$ cat config.mk
export PLATFORM = sky130hd
export DESIGN_NAME = uart_tx_queue
export DESIGN_NICKNAME = d
export VERILOG_FILES = /design/src/rtl/uart_pkg.sv /design/src/rtl/uart_fifo.sv /design/src/rtl/uart_tx_queue.sv
export SDC_FILE = /design/constraint.sdc
export NUM_CORES = 1
export LEC_CHECK = 0
export CAP_MARGIN = 20
export CORE_ASPECT_RATIO = 1.1
export CORE_MARGIN = 8
export CORE_UTILIZATION = 60
export CTS_CLUSTER_SIZE = 40
export DETAILED_ROUTE_END_ITERATION = 10
export PLACE_DENSITY = 0.79
export SLEW_MARGIN = 20
export SYNTH_ARGS = -nofsm -noshare
export SYNTH_HDL_FRONTEND = slang
export SYNTH_HIERARCHICAL = 1
export SYNTH_SLANG_ARGS = --single-unit
$ cat constraint.sdc
create_clock -name clk -period 3.9 [get_ports clk]
set_clock_uncertainty 0.05 [all_clocks]
set_input_delay 0.975 -clock clk [delete_from_list [all_inputs] [get_ports clk]]
set_output_delay 0.975 -clock clk [all_outputs]
set_load 0.02 [all_outputs]
$ cat src/rtl/uart_pkg.sv
// -----------------------------------------------------------------------------
// uart_pkg
// Shared definitions for the UART transmit queue: default sizing constants and
// the launch-sequencer state type.
// -----------------------------------------------------------------------------
package uart_pkg;

   // Default byte capacity of the transmit queue (power of two, 4..256).
   localparam int unsigned UART_DEPTH_DEFAULT = 16;

   // Default number of clk cycles, counted from the launch cycle, that the
   // queue waits for the transmitter to report busy before giving up.
   localparam int unsigned UART_START_TIMEOUT_DEFAULT = 4;

   // Launch sequencer states.
   typedef enum logic [1:0] {
      TXQ_IDLE       = 2'd0,  // waiting for a byte and an idle transmitter
      TXQ_LAUNCH     = 2'd1,  // one-cycle transmit pulse
      TXQ_WAIT_START = 2'd2,  // waiting for tx_busy to rise
      TXQ_WAIT_DONE  = 2'd3   // frame in progress, waiting for tx_busy to fall
   } tx_q_state_t;

endpackage : uart_pkg

$ cat src/rtl/uart_fifo.sv
// -----------------------------------------------------------------------------
// uart_fifo
// Synchronous single-clock FIFO with occupancy count. Writes while full and
// reads while empty are ignored. Head data is presented combinationally.
//
// Ports
//   clk      in   rising-edge clock
//   rst_n    in   asynchronous active-low reset (pointers and count only)
//   push_i   in   write request
//   wdata_i  in   write data
//   pop_i    in   read request (advances the head)
//   rdata_o  out  current head entry
//   count_o  out  number of stored entries
//   full_o   out  count_o == DEPTH
//   empty_o  out  count_o == 0
// -----------------------------------------------------------------------------
module uart_fifo #(
   parameter int unsigned WIDTH = 8,
   parameter int unsigned DEPTH = 16
) (
   input  logic                       clk,
   input  logic                       rst_n,
   input  logic                       push_i,
   input  logic [WIDTH-1:0]           wdata_i,
   input  logic                       pop_i,
   output logic [WIDTH-1:0]           rdata_o,
   output logic [$clog2(DEPTH+1)-1:0] count_o,
   output logic                       full_o,
   output logic                       empty_o
);

   localparam int unsigned AW = $clog2(DEPTH);
   localparam int unsigned CW = $clog2(DEPTH+1);

   logic [WIDTH-1:0] mem_q [DEPTH];
   logic [AW-1:0]    wr_ptr_q, wr_ptr_d;
   logic [AW-1:0]    rd_ptr_q, rd_ptr_d;
   logic [CW-1:0]    count_q, count_d;
   logic             push_ok;
   logic             pop_ok;

   assign full_o  = (count_q == CW'(DEPTH));
   assign empty_o = (count_q == '0);
   assign count_o = count_q;
   assign rdata_o = mem_q[rd_ptr_q];

   assign push_ok = push_i & ~full_o;
   assign pop_ok  = pop_i & ~empty_o;

   // NOTE: every signal assigned in always_comb gets a default first so that no
   // path leaves it unassigned, which would otherwise infer a latch.
   always_comb begin
      wr_ptr_d = wr_ptr_q;
      rd_ptr_d = rd_ptr_q;
      count_d  = count_q;
      // DEPTH is a power of two, so the pointers wrap by natural overflow.
      if (push_ok) wr_ptr_d = wr_ptr_q + AW'(1);
      if (pop_ok)  rd_ptr_d = rd_ptr_q + AW'(1);
      unique case ({push_ok, pop_ok})
         2'b10:   count_d = count_q + CW'(1);
         2'b01:   count_d = count_q - CW'(1);
         default: count_d = count_q;
      endcase
   end

   // NOTE: the storage array has no reset; its contents are unreachable until
   // written because pointers and count are reset, and leaving it unreset lets
   // it map onto plain RAM.
   always_ff @(posedge clk) begin
      if (push_ok) mem_q[wr_ptr_q] <= wdata_i;
   end

   // NOTE: sequential state is updated with non-blocking assignments only, so
   // every register samples pre-edge values regardless of statement order.
   always_ff @(posedge clk or negedge rst_n) begin
      if (!rst_n) begin
         wr_ptr_q <= '0;
         rd_ptr_q <= '0;
         count_q  <= '0;
      end else begin
         wr_ptr_q <= wr_ptr_d;
         rd_ptr_q <= rd_ptr_d;
         count_q  <= count_d;
      end
   end

endmodule : uart_fifo

$ cat src/rtl/uart_tx_queue.sv
// -----------------------------------------------------------------------------
// uart_tx_queue
// Byte queue placed in front of a UART transmitter. Bytes written on wr_data
// are buffered and handed to the transmitter one at a time: a byte is popped
// into a holding register, a one-cycle transmit pulse is issued, and the queue
// then follows tx_busy through the frame before launching the next byte.
//
// Ports
//   clk        in   rising-edge clock
//   rst        in   asynchronous active-low reset
//   wr_data    in   byte to enqueue
//   wr_en      in   enqueue request (one byte per cycle)
//   full       out  queue holds DEPTH bytes
//   empty      out  queue holds no bytes
//   count      out  current occupancy
//   overflow   out  sticky: a write arrived while full and was dropped
//   start_err  out  sticky: tx_busy did not rise within START_TIMEOUT cycles
//   data_in    out  byte presented to the transmitter
//   transmit   out  one-cycle launch pulse to the transmitter
//   tx_busy    in   transmitter busy for the whole frame
// -----------------------------------------------------------------------------
module uart_tx_queue
   import uart_pkg::*;
#(
   parameter int unsigned DEPTH         = UART_DEPTH_DEFAULT,
   parameter int unsigned START_TIMEOUT = UART_START_TIMEOUT_DEFAULT
) (
   input  logic                       clk,
   input  logic                       rst,
   input  logic [7:0]                 wr_data,
   input  logic                       wr_en,
   output logic                       full,
   output logic                       empty,
   output logic [$clog2(DEPTH+1)-1:0] count,
   output logic                       overflow,
   output logic                       start_err,
   output logic [7:0]                 data_in,
   output logic                       transmit,
   input  logic                       tx_busy
);

   localparam int unsigned TW = $clog2(START_TIMEOUT+1);
   // The launch cycle counts as the first waiting cycle, so the timer starts
   // at 1 on entry to WAIT_START and expires on its START_TIMEOUT-1 value.
   localparam logic [TW-1:0] TIMER_LAST = TW'(START_TIMEOUT - 1);

   tx_q_state_t   state_q, state_d;
   logic [7:0]    data_in_q, data_in_d;
   logic [TW-1:0] timer_q, timer_d;
   logic          overflow_q, overflow_d;
   logic          start_err_q, start_err_d;

   logic          fifo_pop;
   logic [7:0]    fifo_rdata;
   logic          fifo_full;
   logic          fifo_empty;

   uart_fifo #(
      .WIDTH (8),
      .DEPTH (DEPTH)
   ) u_fifo (
      .clk     (clk),
      .rst_n   (rst),
      .push_i  (wr_en),
      .wdata_i (wr_data),
      .pop_i   (fifo_pop),
      .rdata_o (fifo_rdata),
      .count_o (count),
      .full_o  (fifo_full),
      .empty_o (fifo_empty)
   );

   // A write is dropped whenever the queue is full before the edge, even if
   // the sequencer pops in the same cycle; the FIFO itself enforces the drop.
   assign overflow_d = overflow_q | (wr_en & fifo_full);

   always_comb begin
      state_d     = state_q;
      data_in_d   = data_in_q;
      timer_d     = timer_q;
      start_err_d = start_err_q;
      fifo_pop    = 1'b0;
      unique case (state_q)
         TXQ_IDLE: begin
            if (!fifo_empty && !tx_busy) begin
               fifo_pop  = 1'b1;
               data_in_d = fifo_rdata;
               state_d   = TXQ_LAUNCH;
            end
         end
         TXQ_LAUNCH: begin
            timer_d = TW'(1);
            state_d = TXQ_WAIT_START;
         end
         TXQ_WAIT_START: begin
            if (tx_busy) begin
               state_d = TXQ_WAIT_DONE;
            end else if (timer_q >= TIMER_LAST) begin
               // The byte is abandoned; it has already left the queue.
               start_err_d = 1'b1;
               state_d     = TXQ_IDLE;
            end else begin
               timer_d = timer_q + TW'(1);
            end
         end
         TXQ_WAIT_DONE: begin
            if (!tx_busy) state_d = TXQ_IDLE;
         end
         default: state_d = TXQ_IDLE;
      endcase
   end

   always_ff @(posedge clk or negedge rst) begin
      if (!rst) begin
         state_q     <= TXQ_IDLE;
         data_in_q   <= 8'h00;
         timer_q     <= '0;
         overflow_q  <= 1'b0;
         start_err_q <= 1'b0;
      end else begin
         state_q     <= state_d;
         data_in_q   <= data_in_d;
         timer_q     <= timer_d;
         overflow_q  <= overflow_d;
         start_err_q <= start_err_d;
      end
   end

   // transmit is decoded from the state register alone, so reset clears it
   // immediately and it can only be high for the single LAUNCH cycle.
   assign transmit  = (state_q == TXQ_LAUNCH);
   assign data_in   = data_in_q;
   assign full      = fifo_full;
   assign empty     = fifo_empty;
   assign overflow  = overflow_q;
   assign start_err = start_err_q;

endmodule : uart_tx_queue

==> impl_metrics.prom <==
# TYPE chip_impl_metric gauge
chip_impl_metric{name="fin_total_pwr",unit="mW"} 5.79
chip_impl_info{name="hold_class",value="flip-flop to flip-flop"} 1
chip_impl_metric{name="port_buffers",unit=""} 29
chip_impl_metric{name="route.detailed.wl_per_inst",unit="um"} 20.3
chip_impl_metric{name="die_area",unit="mm^2"} 0.0145
chip_impl_metric{name="cp_data_required_time",unit="ns"} 4.15
chip_impl_metric{name="yosys.area.top_type_share",unit="%"} 58.8
chip_impl_metric{name="num_antenna_cells",unit=""} 0
chip_impl_info{name="worstSetupEndpointType",value="flip-flop"} 1
chip_impl_metric{name="power.density_cell_area",unit="mW/mm^2"} 768
chip_impl_metric{name="fin_nets",unit=""} 466
chip_impl_metric{name="ant_nets",unit=""} 0
chip_impl_metric{name="cts-htree-levels",unit=""} 4
chip_impl_metric{name="place_ws",unit="ns"} 0.125
chip_impl_metric{name="netlist_instances",unit=""} 397
chip_impl_metric{name="worstMarginPinSlew",unit="ns"} 0.935
chip_impl_info{name="synthFlopType",value="sky130_fd_sc_hd__edfxtp_1"} 1
chip_impl_metric{name="grt_use_total",unit="%"} 17.5
chip_impl_metric{name="rrSetupSlack",unit="ns"} 0.80
chip_impl_metric{name="core_area",unit="mm^2"} 0.0108
chip_impl_metric{name="maxSlewHeadroom",unit="%"} 37.7
chip_impl_metric{name="vdd_ir_drop_max",unit="V"} 0.000517
chip_impl_info{name="cp-start-kind",value="primary input"} 1
chip_impl_metric{name="crit_path_max_fanout",unit=""} 4
chip_impl_metric{name="vias",unit=""} 3510
chip_impl_metric{name="floorplan.initialDensity",unit="%"} 60.7
chip_impl_metric{name="totalWireLength",unit="mm"} 12.1
chip_impl_metric{name="ctsResizeCount",unit=""} 0
chip_impl_metric{name="postSynth.asyncResetShare",unit="%"} 17.9
chip_impl_metric{name="clk_latency",unit="ns"} 0.42
chip_impl_metric{name="hold_buffers",unit=""} 0
chip_impl_metric{name="slew_viol_final",unit=""} 0
chip_impl_metric{name="cts_made_buffers",unit=""} 17
chip_impl_metric{name="setup_total_negative_slack",unit="ns"} 0
chip_impl_metric{name="cts_setup_buffers",unit=""} 0
chip_impl_metric{name="hpwlAfterDp",unit="mm"} 8.05
chip_impl_info{name="run_status",value="finished, final reports clean"} 1
chip_impl_metric{name="worst_hold_path.num_cells",unit=""} 1
chip_impl_info{name="critPathKind",value="primary input to flip-flop"} 1
chip_impl_metric{name="finalCritPeriodShare",unit="%"} 87.0
chip_impl_metric{name="ff2ff_path_depth",unit=""} 12
chip_impl_metric{name="grt_max_degree",unit=""} 52
chip_impl_metric{name="layout_setup_ws",unit="ns"} 0.508
chip_impl_info{name="rsz0062_at_grt",value="no"} 1
chip_impl_metric{name="initialDrtViolationCount",unit=""} 314
chip_impl_metric{name="final-setup-viol-count",unit=""} 0
chip_impl_metric{name="yosys_register_bits",unit=""} 156
chip_impl_metric{name="timing.fmax",unit="MHz"} 295
chip_impl_metric{name="post_synth_num_cell_types",unit=""} 46
chip_impl_metric{name="timing.final.crit_period",unit="ns"} 3.39
chip_impl_info{name="post_synth_main_area_contributors",value="sky130_fd_sc_hd__edfxtp_1 (59%), sky130_fd_sc_hd__dfrtp_1 (11%), sky130_fd_sc_hd__mux4_2 (5.5%)"} 1
chip_impl_info{name="cts-root-buf",value="sky130_fd_sc_hd__clkbuf_16"} 1
chip_impl_metric{name="finalHoldViolCount",unit=""} 0
chip_impl_metric{name="layout-drive-gt1-share",unit="%"} 17.3
chip_impl_metric{name="synth.yosys.warnings",unit=""} 6
chip_impl_metric{name="rows",unit=""} 40
chip_impl_metric{name="drt-pass1-iter-count",unit=""} 5
chip_impl_metric{name="fillers",unit=""} 682
chip_impl_info{name="tritoncts",value="built"} 1
chip_impl_metric{name="area_growth_syn_to_layout",unit="%"} 15.3
chip_impl_metric{name="mapped_area",unit="mm^2"} 0.00654
chip_impl_metric{name="gp_congestion",unit=""} 0.793
chip_impl_metric{name="seq_area_frac_synth",unit="%"} 69.5
chip_impl_metric{name="antenna_found_initial",unit=""} 1
chip_impl_metric{name="synth_fp_nets",unit=""} 426
chip_impl_metric{name="timing.max_cap.violations",unit=""} 0
chip_impl_metric{name="tritoncts_num_sinks",unit=""} 156
chip_impl_metric{name="die_width",unit="um"} 116
chip_impl_metric{name="cts.reportedPaths.clkPinSlew",unit="ns"} 0.06
chip_impl_metric{name="synth_area_per_cell",unit="um^2"} 16.5
chip_impl_metric{name="first_pass_grt_wire_length",unit="mm"} 18.6
chip_impl_metric{name="leakagePower",unit="nW"} 2.72
chip_impl_metric{name="drc",unit=""} 0
chip_impl_metric{name="clock_path_buffers",unit=""} 2
chip_impl_metric{name="timing.critical_path.arrival",unit="ns"} 3.65
chip_impl_metric{name="fp.dieH",unit="um"} 125
chip_impl_metric{name="drt-vias-per-instance",unit=""} 5.88
chip_impl_metric{name="vias_in_the_first_global_route",unit=""} 3435
chip_impl_metric{name="edff_count_synth",unit=""} 128
chip_impl_metric{name="globalRoute.totalOverflow",unit=""} 0
chip_impl_info{name="netlist.top_cell.by_area",value="sky130_fd_sc_hd__edfxtp_1"} 1
chip_impl_metric{name="top_level_ports",unit=""} 30
[final cells by class]
type / count / area, um^2 / share of cell area (%)
Clock inverter: 15 / 140 / 1.86
Timing Repair Buffer: 40 / 380 / 5.05
Sequential cell: 156 / 4550 / 60.3
Inverter: 16 / 60.1 / 0.797
Clock buffer: 17 / 425 / 5.65
Multi-Input combinational cell: 206 / 1800 / 23.9
Tap cell: 147 / 184 / 2.44
[kinds of logic after synthesis]
group | Yosys count | synth area share (%)
compound gates | 61 | 5.99
xor+xnor | 10 | 1.34
fa+ha+maj | 17 | 3.37
buf+inv | 35 | 2.97
flops | 156 | 69.5
mux | 59 | 12.5
simple gates | 59 | 4.33
[sequential cells by signal, indices dropped and copies added (netlist names)]
name             count
start_err            1
overflow             1
u_fifo/wr_ptr_q      4
u_fifo/count_o       5
data_in              8
u_fifo/mem_q       128
timer_q              3
u_fifo/rd_ptr_q      4
state_q              2
[critical path, stage by stage]
cell and delay, ns:
sky130_fd_sc_hd__clkdlybuf4s50_1 0.50, sky130_fd_sc_hd__nor3b_1 0.28, sky130_fd_sc_hd__nor2b_1 0.26, sky130_fd_sc_hd__ha_1 0.27
sky130_fd_sc_hd__inv_1 0.10, sky130_fd_sc_hd__fa_1 0.40, sky130_fd_sc_hd__nor2b_1 0.14, sky130_fd_sc_hd__o21ai_0 0.13
sky130_fd_sc_hd__nand3_1 0.10, sky130_fd_sc_hd__or3b_1 0.36, sky130_fd_sc_hd__xnor2_1 0.13
[power by group]
part	switching [mW]	internal, mW	total [mW]
clock network	0.702	0.849	1.55
logic	1.03	0.874	1.90
registers	0.241	2.09	2.33
total	1.97	3.81	5.79
[through the flow]
stage          cells  utilization [%]  cell area (um^2)  hold slack [ns]
2_1_floorplan    397                -              6540            0.478
3_5_place_dp     565             64.8              6970            0.413
6_report         597             70.0              7530            0.423
4_1_cts          597             70.1              7540            0.427
5_1_grt          597             70.0              7530            0.450
3_3_place_gp     565             64.8              6970            0.387
[cells in the mapped netlist (3+ instances only)]
cell	n
sky130_fd_sc_hd__nor3_1	4
sky130_fd_sc_hd__a21oi_1	12
sky130_fd_sc_hd__xor2_1	3
sky130_fd_sc_hd__mux2_2	12
sky130_fd_sc_hd__nor2_1	14
sky130_fd_sc_hd__o21ai_0	20
sky130_fd_sc_hd__clkbuf_1	5
sky130_fd_sc_hd__buf_6	5
sky130_fd_sc_hd__mux4_2	16
sky130_fd_sc_hd__nand2_1	24
sky130_fd_sc_hd__inv_1	16
sky130_fd_sc_hd__a22oi_1	8
sky130_fd_sc_hd__nor2b_1	3
sky130_fd_sc_hd__edfxtp_1	128
sky130_fd_sc_hd__ha_1	16
sky130_fd_sc_hd__buf_2	7
sky130_fd_sc_hd__a221oi_1	9
sky130_fd_sc_hd__mux2i_1	26
sky130_fd_sc_hd__mux2_1	4
sky130_fd_sc_hd__dfrtp_1	28
sky130_fd_sc_hd__xnor2_1	7
[placed cells by master, fill, tap and decap left out, types with 2 or more instances in the layout]
cell / count
sky130_fd_sc_hd__a21o_1: 2
sky130_fd_sc_hd__a21oi_1: 12
sky130_fd_sc_hd__a221oi_1: 9
sky130_fd_sc_hd__a22oi_1: 8
sky130_fd_sc_hd__and2_1: 2
sky130_fd_sc_hd__buf_4: 10
sky130_fd_sc_hd__clkbuf_16: 17
sky130_fd_sc_hd__clkdlybuf4s50_1: 28
sky130_fd_sc_hd__dfrtp_1: 27
sky130_fd_sc_hd__edfxtp_1: 128
sky130_fd_sc_hd__ha_1: 16
sky130_fd_sc_hd__inv_1: 16
sky130_fd_sc_hd__inv_6: 11
sky130_fd_sc_hd__inv_8: 2
sky130_fd_sc_hd__mux2_1: 4
sky130_fd_sc_hd__mux2_2: 12
sky130_fd_sc_hd__mux2i_1: 26
sky130_fd_sc_hd__mux4_2: 16
sky130_fd_sc_hd__nand2_1: 24
sky130_fd_sc_hd__nand2b_1: 2
sky130_fd_sc_hd__nand3_1: 2
sky130_fd_sc_hd__nand4_1: 2
sky130_fd_sc_hd__nor2_1: 14
sky130_fd_sc_hd__nor2b_1: 3
sky130_fd_sc_hd__nor3_1: 4
sky130_fd_sc_hd__o21ai_0: 20
sky130_fd_sc_hd__xnor2_1: 7
sky130_fd_sc_hd__xor2_1: 3
[path summary, 6_finish.rpt]
path,startpoint,end
max,tx_busy,u_fifo/count_o[4]
min,overflow,overflow
max reg2reg,state_q[0],u_fifo/count_o[4]
min reg2reg,overflow,overflow
max in group asynchronous,rst,u_fifo/count_o[0]
min in group asynchronous,rst,data_in[0]
[routing by layer]
metal,share of wire (%),global-route usage (%),vias up,wire (um)
met5,0.091,0,-,11
met4,2.5,7.97,2,304
met3,7.0,5.01,30,847
met2,51,27.5,146,6210
met1,39,22.0,1729,4760
li1,-,-,1603,-
Note: power is estimated with default switching activity, not from simulation.
